$ cat config.mk
export PLATFORM = sky130hd
export DESIGN_NAME = gpio_pad_ctrl
export DESIGN_NICKNAME = d
export VERILOG_FILES = /design/src/rtl/gpio_pad_ctrl_pkg.sv /design/src/rtl/gpio_pad_ctrl_pin.sv /design/src/rtl/gpio_pad_ctrl.sv
export SDC_FILE = /design/constraint.sdc
export NUM_CORES = 1
export LEC_CHECK = 0
export BUFFER_PORTS_ARGS = -buffer_cell sky130_fd_sc_hd__buf_2
export CORE_MARGIN = 3
export CORE_UTILIZATION = 30
export CTS_BUF_LIST = sky130_fd_sc_hd__clkbuf_16
export CTS_CLUSTER_DIAMETER = 200
export DETAILED_ROUTE_END_ITERATION = 12
export HOLD_SLACK_MARGIN = 0.15
export PLACE_DENSITY = 0.44
export SYNTH_ARGS = -nofsm -noshare
export SYNTH_HDL_FRONTEND = slang
export SYNTH_SLANG_ARGS = --single-unit
$ cat constraint.sdc
create_clock -name clk_i -period 8.54 [get_ports clk_i]
set_input_delay 1.281 -clock clk_i [delete_from_list [all_inputs] [get_ports clk_i]]
set_output_delay 1.281 -clock clk_i [all_outputs]
set_load 0.01 [all_outputs]
$ cat src/rtl/gpio_pad_ctrl_pkg.sv
// Shared types and helpers for the GPIO pad front end.
// Holds the block-level INIT/RUN state encoding and the sizing rule for the init counter.
package gpio_pad_ctrl_pkg;

    typedef enum logic {
        INIT = 1'b0,
        RUN  = 1'b1
    } state_e;

    // Width of a counter that can hold 0..sync_stages+1.
    function automatic int init_cnt_width(input int sync_stages);
        return $clog2(sync_stages + 2);
    endfunction

endpackage

$ cat src/rtl/gpio_pad_ctrl_pin.sv
// One GPIO pin input path: synchroniser, debounce filter, edge detect and sticky interrupt bit.
// The filter and edge detector are preloaded from the synchroniser while the block is in INIT.
module gpio_pad_ctrl_pin
    import gpio_pad_ctrl_pkg::*;
#(
    parameter int SYNC_STAGES = 2,
    parameter int DBNC_WIDTH  = 8
) (
    input  logic                  clk_i,
    input  logic                  rst_i,
    input  logic                  run_i,
    input  logic                  pad_c_i,
    input  logic                  dbnc_en_i,
    input  logic [DBNC_WIDTH-1:0] dbnc_lmt_i,
    input  logic                  rise_en_i,
    input  logic                  fall_en_i,
    input  logic                  int_clr_i,
    output logic                  in_o,
    output logic                  int_stat_o,
    output logic                  int_nxt_o
);

    logic [SYNC_STAGES-1:0] r_sync;
    logic                   r_filt;
    logic                   r_filt_q;
    logic [DBNC_WIDTH-1:0]  r_cnt;
    logic                   r_int_stat;

    logic                   w_sync;
    logic                   w_bypass;
    logic [DBNC_WIDTH-1:0]  w_lmt_m1;
    logic                   w_filt_nxt;
    logic                   w_filt_q_nxt;
    logic [DBNC_WIDTH-1:0]  w_cnt_nxt;
    logic                   w_rise;
    logic                   w_fall;

    assign w_sync   = r_sync[SYNC_STAGES-1];
    assign w_bypass = ~dbnc_en_i | (dbnc_lmt_i == '0);
    assign w_lmt_m1 = dbnc_lmt_i - DBNC_WIDTH'(1);

    // NOTE: every always_comb output gets a default first so no path can infer a latch.
    always_comb begin
        w_filt_nxt   = r_filt;
        w_filt_q_nxt = r_filt;
        w_cnt_nxt    = r_cnt;
        if (!run_i) begin
            // Loading filt_q with the same value as filt means RUN starts with no edge pending.
            w_filt_nxt   = w_sync;
            w_filt_q_nxt = w_sync;
            w_cnt_nxt    = '0;
        end else if (w_bypass) begin
            w_filt_nxt = w_sync;
            w_cnt_nxt  = '0;
        end else if (w_sync == r_filt) begin
            w_cnt_nxt = '0;
        end else if (r_cnt >= w_lmt_m1) begin
            w_filt_nxt = w_sync;
            w_cnt_nxt  = '0;
        end else begin
            w_cnt_nxt = r_cnt + DBNC_WIDTH'(1);
        end
    end

    assign w_rise    = run_i &  r_filt & ~r_filt_q;
    assign w_fall    = run_i & ~r_filt &  r_filt_q;
    assign int_nxt_o = (r_int_stat & ~int_clr_i) | (w_rise & rise_en_i) | (w_fall & fall_en_i);

    // NOTE: state uses non-blocking assignments so every flop samples pre-edge values.
    always_ff @(posedge clk_i or posedge rst_i) begin
        if (rst_i) begin
            r_sync     <= '0;
            r_filt     <= 1'b0;
            r_filt_q   <= 1'b0;
            r_cnt      <= '0;
            r_int_stat <= 1'b0;
        end else begin
            r_sync     <= {r_sync[SYNC_STAGES-2:0], pad_c_i};
            r_filt     <= w_filt_nxt;
            r_filt_q   <= w_filt_q_nxt;
            r_cnt      <= w_cnt_nxt;
            r_int_stat <= int_nxt_o;
        end
    end

    assign in_o       = r_filt;
    assign int_stat_o = r_int_stat;

endmodule

$ cat src/rtl/gpio_pad_ctrl.sv
// GPIO pad front end: registered pad controls, per-pin filtered inputs and an aggregated IRQ.
// A shared controller holds all pins in INIT for SYNC_STAGES+1 cycles after reset, then RUN.
module gpio_pad_ctrl
    import gpio_pad_ctrl_pkg::*;
#(
    parameter int GPIO_NUM    = 8,
    parameter int SYNC_STAGES = 2,
    parameter int DBNC_WIDTH  = 8
) (
    input  logic                  clk_i,
    input  logic                  rst_i,
    input  logic [GPIO_NUM-1:0]   out_i,
    input  logic [GPIO_NUM-1:0]   oe_i,
    input  logic [GPIO_NUM-1:0]   pu_en_i,
    input  logic [GPIO_NUM-1:0]   dbnc_en_i,
    input  logic [DBNC_WIDTH-1:0] dbnc_lmt_i,
    input  logic [GPIO_NUM-1:0]   rise_en_i,
    input  logic [GPIO_NUM-1:0]   fall_en_i,
    input  logic [GPIO_NUM-1:0]   int_clr_i,
    output logic [GPIO_NUM-1:0]   pad_i_o,
    output logic [GPIO_NUM-1:0]   pad_oen_o,
    output logic [GPIO_NUM-1:0]   pad_ren_o,
    input  logic [GPIO_NUM-1:0]   pad_c_i,
    output logic [GPIO_NUM-1:0]   in_o,
    output logic [GPIO_NUM-1:0]   int_stat_o,
    output logic                  irq_o
);

    localparam int               INIT_CNT_W = init_cnt_width(SYNC_STAGES);
    localparam logic [INIT_CNT_W-1:0] INIT_LAST = INIT_CNT_W'(SYNC_STAGES);

    state_e                r_state;
    state_e                w_state_nxt;
    logic [INIT_CNT_W-1:0] r_init_cnt;
    logic [INIT_CNT_W-1:0] w_init_cnt_nxt;
    logic                  w_run;
    logic [GPIO_NUM-1:0]   w_int_nxt;
    logic [GPIO_NUM-1:0]   r_pad_i;
    logic [GPIO_NUM-1:0]   r_pad_oen;
    logic [GPIO_NUM-1:0]   r_pad_ren;
    logic                  r_irq;

    always_ff @(posedge clk_i or posedge rst_i) begin
        if (rst_i) begin
            r_state    <= INIT;
            r_init_cnt <= '0;
        end else begin
            r_state    <= w_state_nxt;
            r_init_cnt <= w_init_cnt_nxt;
        end
    end

    always_comb begin
        w_state_nxt    = r_state;
        w_init_cnt_nxt = r_init_cnt;
        case (r_state)
            INIT: begin
                w_init_cnt_nxt = r_init_cnt + INIT_CNT_W'(1);
                if (r_init_cnt == INIT_LAST) begin
                    w_state_nxt    = RUN;
                    w_init_cnt_nxt = '0;
                end
            end
            RUN:     w_state_nxt = RUN;
            default: w_state_nxt = INIT;
        endcase
    end

    assign w_run = (r_state == RUN);

    // Pad controls are registered so the pad never sees glitches from the register block.
    always_ff @(posedge clk_i or posedge rst_i) begin
        if (rst_i) begin
            r_pad_i   <= '0;
            r_pad_oen <= '0;
            r_pad_ren <= '0;
            r_irq     <= 1'b0;
        end else begin
            r_pad_i   <= out_i;
            r_pad_oen <= oe_i;
            r_pad_ren <= pu_en_i;
            r_irq     <= |w_int_nxt;
        end
    end

    for (genvar g = 0; g < GPIO_NUM; g++) begin : g_pin
        gpio_pad_ctrl_pin #(
            .SYNC_STAGES (SYNC_STAGES),
            .DBNC_WIDTH  (DBNC_WIDTH)
        ) u_pin (
            .clk_i      (clk_i),
            .rst_i      (rst_i),
            .run_i      (w_run),
            .pad_c_i    (pad_c_i[g]),
            .dbnc_en_i  (dbnc_en_i[g]),
            .dbnc_lmt_i (dbnc_lmt_i),
            .rise_en_i  (rise_en_i[g]),
            .fall_en_i  (fall_en_i[g]),
            .int_clr_i  (int_clr_i[g]),
            .in_o       (in_o[g]),
            .int_stat_o (int_stat_o[g]),
            .int_nxt_o  (w_int_nxt[g])
        );
    end

    assign pad_i_o   = r_pad_i;
    assign pad_oen_o = r_pad_oen;
    assign pad_ren_o = r_pad_ren;
    assign irq_o     = r_irq;

endmodule
==> metrics.md <==
| Metric | Value |
|---|---|
| Crit-path slowest cell | xnor2_1 |
| DP HPWL | 12300 um |
| Post_cts resized | 0 |
| Synth Area per Inst | 10.2 sq um |
| Die height | 157 um |
| Total CTS buffers | 17 |
| Fillers | 2209 |
| Post-synth EDFFs | 0 |
| Mapped cell area | 6850 sq um |
| Nets | 906 |
| Unrepaired setup endpoints after global routing | false |
| CP required | 8.82 ns |
| Post-synthesis adder-cell area fraction | 10.3% |
| Antenna Diode Count | 0 |
| Area share of the largest cell type after synthesis | 48.2% |
| TNS Setup | 0 ns |
| Post-synthesis mux area share | 1.48% |
| Top-count cell post-synth | dfrtp_1 |
| Pin count of the biggest net entering global routing | 72 |
| Main combinational cell family by area after synthesis | simple AND/OR/NAND/NOR gates |
| Final Util | 37.4% |
| Hold Slack | 0.350 ns |
| # IOs | 115 |
| Peak fanout along the critical path | 10 |
| Layout cells sized above 1 | 22.0% |
| Cells after Synth | 671 |
| Starting density of the core | 31.0% |
| Post-CTS Hold Fix Bufs | 0 |
| Commonest cells post-synth | 132 x dfrtp_1, 80 x nor2_1, 50 x ha_1 |
| Least-Margin Pin Slew | 1.22 ns |
| Post-detailed-routing wire length | 17300 um |
| Crit path DAT | 4.93 ns |
| Flops & latches, synth | 132 |
| Worst reg2reg setup slack | 5.50 ns |
| Initial antenna violation count | 0 |
| Post-synthesis async set-or-reset flop share | 100% |
| Status | complete, no violations |
| F_max | 0.215 GHz |
| P per Cell Area | 201 nW/um^2 |
| Routed len/inst | 16.1 um |
| Cell taking the most area after synthesis | dfrtp_1 |
| Crit path cell chain | buf_2, inv_1, ha_1, nand2b_1, nor2_1, xnor2_1, ha_1, o21ai_0, o31a_1, maj3_1, maj3_2, a21oi_1, nor4_1 |
| Yosys warns | 0 |
| Routed Antenna Nets | 0 |
| Crit-path max cell delay | 0.94 ns |
| Max Cap Violations | 0 |
| Hold Crit Class | reg2reg |
| Slew HR | 18.1% |
| Gr usage total | 14.5% |
| P&R area growth vs syn | 20.7% |
| Slew Viols, Final | 0 |
| Critical path type | in2reg |
| CTS Sinks | 132 |
| Post-CTS setup buffers | 0 |
| Final Worst Setup Slack | 3.88 ns |
| Detailed Route Iter0 Violations | 313 |
| Worst R2R End | g_pin[5].u_pin.in_o |
| Synth cell types | 49 |
| Post-Synth Simple-Gate Area | 16.9% |
| Router iterations before antenna repair | 4 |
| Crit-path leading delay family | adder cells |
| Via density | 4.92 |
| H-tree depth | 4 |
| Largest cells by area after synthesis | dfrtp_1 48%, ha_1 9.1%, xnor2_1 4.7%, nor2_1 4.4%, xor2_1 3.1% |
| Clock latency on the worst-skew pair | 0.42 ns |
| DRC viols | 0 |
| Hold Path End | g_pin[6].u_pin.r_sync[1] |
| Synth Area in Compound Gates | 10.7% |
| CP dominant cell by count | ha_1 |
| WHS Path Cells | 0 |
| Seq/Total Area, Yosys | 48.2% |
| Capturing element type of the critical path | flop |
| Clock tree buffer depth | 2 |
| First-pass GRT wire length | 28400 um |
| GPL Wtd Cong | 0.826 |
| Fin. Hold Viols | 0 |
| Final non-filler cell total | 1075 |
| Worst slack, placed | 3.49 ns |
| Clk slew on worst S/H paths | 0.06 ns |
| Routed via count | 5284 |
| Synth Area in XOR/XNOR | 8.13% |
| CTS tree | done |
| Endpoints failing setup | 0 |
| Tcrit/Tclk final | 54.5% |
| Rows | 54 |
| VDD IR-drop max | 0.000100 V |
| Root Driver | clkbuf_16 |
| Startpoint Class | primary input |
| R2R depth | 6 |
| Worst path buffer plus inverter count | 2 |
| Synth Flop Type | dfrtp_1 |
| # port buffers | 114 |
| Placeable Area | 22100 sq um |
| Full die area | 24700 sq um |
| Net Count, Synth | 795 |
| Dpl cells | 1043 |
| Min-delay src | g_pin[6].u_pin.r_sync[0] |
| Overflow after GRT | 0 |
| Leakage | 3.80 nW |
| Tmin final | 4.66 ns |
| Layout Skew | 0.00818 ns |
| RR Startpoint | r_state |
| Vias in the first global route | 5606 |
| Die width | 157 um |
==> flip-flops by register name (all words and copies together) (netlist names) <==
register,cells
g_pin.u_pin.r_cnt,64
irq_o,1
pad_ren_o,8
g_pin.u_pin.int_stat_o,8
r_init_cnt,2
g_pin.u_pin.r_sync,16
r_state,1
pad_i_o,8
pad_oen_o,8
g_pin.u_pin.in_o,8
g_pin.u_pin.r_filt_q,8
==> routing by layer <==
metal | wire (um) | vias to the layer above | GRT usage, %
met3 | 856 | 14 | 3.22
met4 | 189 | 0 | 3.97
li1 | - | 2567 | -
met2 | 8250 | 123 | 23.8
met1 | 7960 | 2580 | 19.4
met5 | 0 | - | 0
==> logic make-up (layout without fill, tap and decap cells) <==
group | Yosys count | count (layout)
fa+ha+maj | 58 | 58
simple gates | 239 | 239
compound gates | 111 | 111
mux | 9 | 9
xor+xnor | 62 | 62
buf+inv | 60 | 184
flops | 132 | 132
==> report_power, final <==
| part | switching (mW) | internal [mW] |
|---|---|---|
| Combinational | 0.122 | 0.0893 |
| Clock | 0.329 | 0.421 |
| Sequential | 0.0377 | 0.664 |
==> cell usage in the layout, fill, tap and decap left out, types with 7 or more instances in the layout <==
cell type,n
nor2b_1,8
clkbuf_16,17
dfrtp_1,132
a21oi_1,16
inv_1,34
ha_1,50
and3_1,17
a221oi_1,9
nor3_1,16
buf_2,114
nor3b_1,7
o21ai_0,39
nor2_1,80
nor4_1,15
xnor2_1,36
xor2_1,23
nand2_1,42
mux2_2,9
nand3_1,33
o211ai_1,8
nand3b_1,8
maj3_1,7
==> how the worst max path moves through the flow <==
stage	depth (start not counted)	slack, ns	endpoint	start
final	13	3.88	g_pin[5].u_pin.r_cnt[5]	dbnc_lmt_i[0]
after global routing	13	3.63	g_pin[5].u_pin.r_cnt[3]	dbnc_lmt_i[0]
after CTS	13	3.93	g_pin[5].u_pin.r_cnt[3]	dbnc_lmt_i[0]
after detailed placement	13	3.49	g_pin[5].u_pin.r_cnt[3]	dbnc_lmt_i[0]
after global placement	13	3.57	g_pin[5].u_pin.r_cnt[2]	dbnc_lmt_i[0]
after floorplan	1	3.73	g_pin[0].u_pin.in_o	rst_i
==> final cells by class <==
cell class	instances	area, sq um	area share [%]
Clock buffer	17	425	5.15
Clock inverter	15	183	2.21
Inverter	35	136	1.65
Multi-Input combinational cell	479	3280	39.6
Sequential cell	132	3300	40.0
Tap cell	280	350	4.24
Timing Repair Buffer	117	593	7.17
==> stage by stage <==
stage	power [mW]	instance area, sq um
3_5_place_dp	0.930	7660
2_1_floorplan	0.854	6850
6_report	1.66	8270
4_1_cts	1.69	8270
3_3_place_gp	0.923	7660
5_1_grt	1.76	8270
Note: power is estimated with default switching activity, not from simulation.
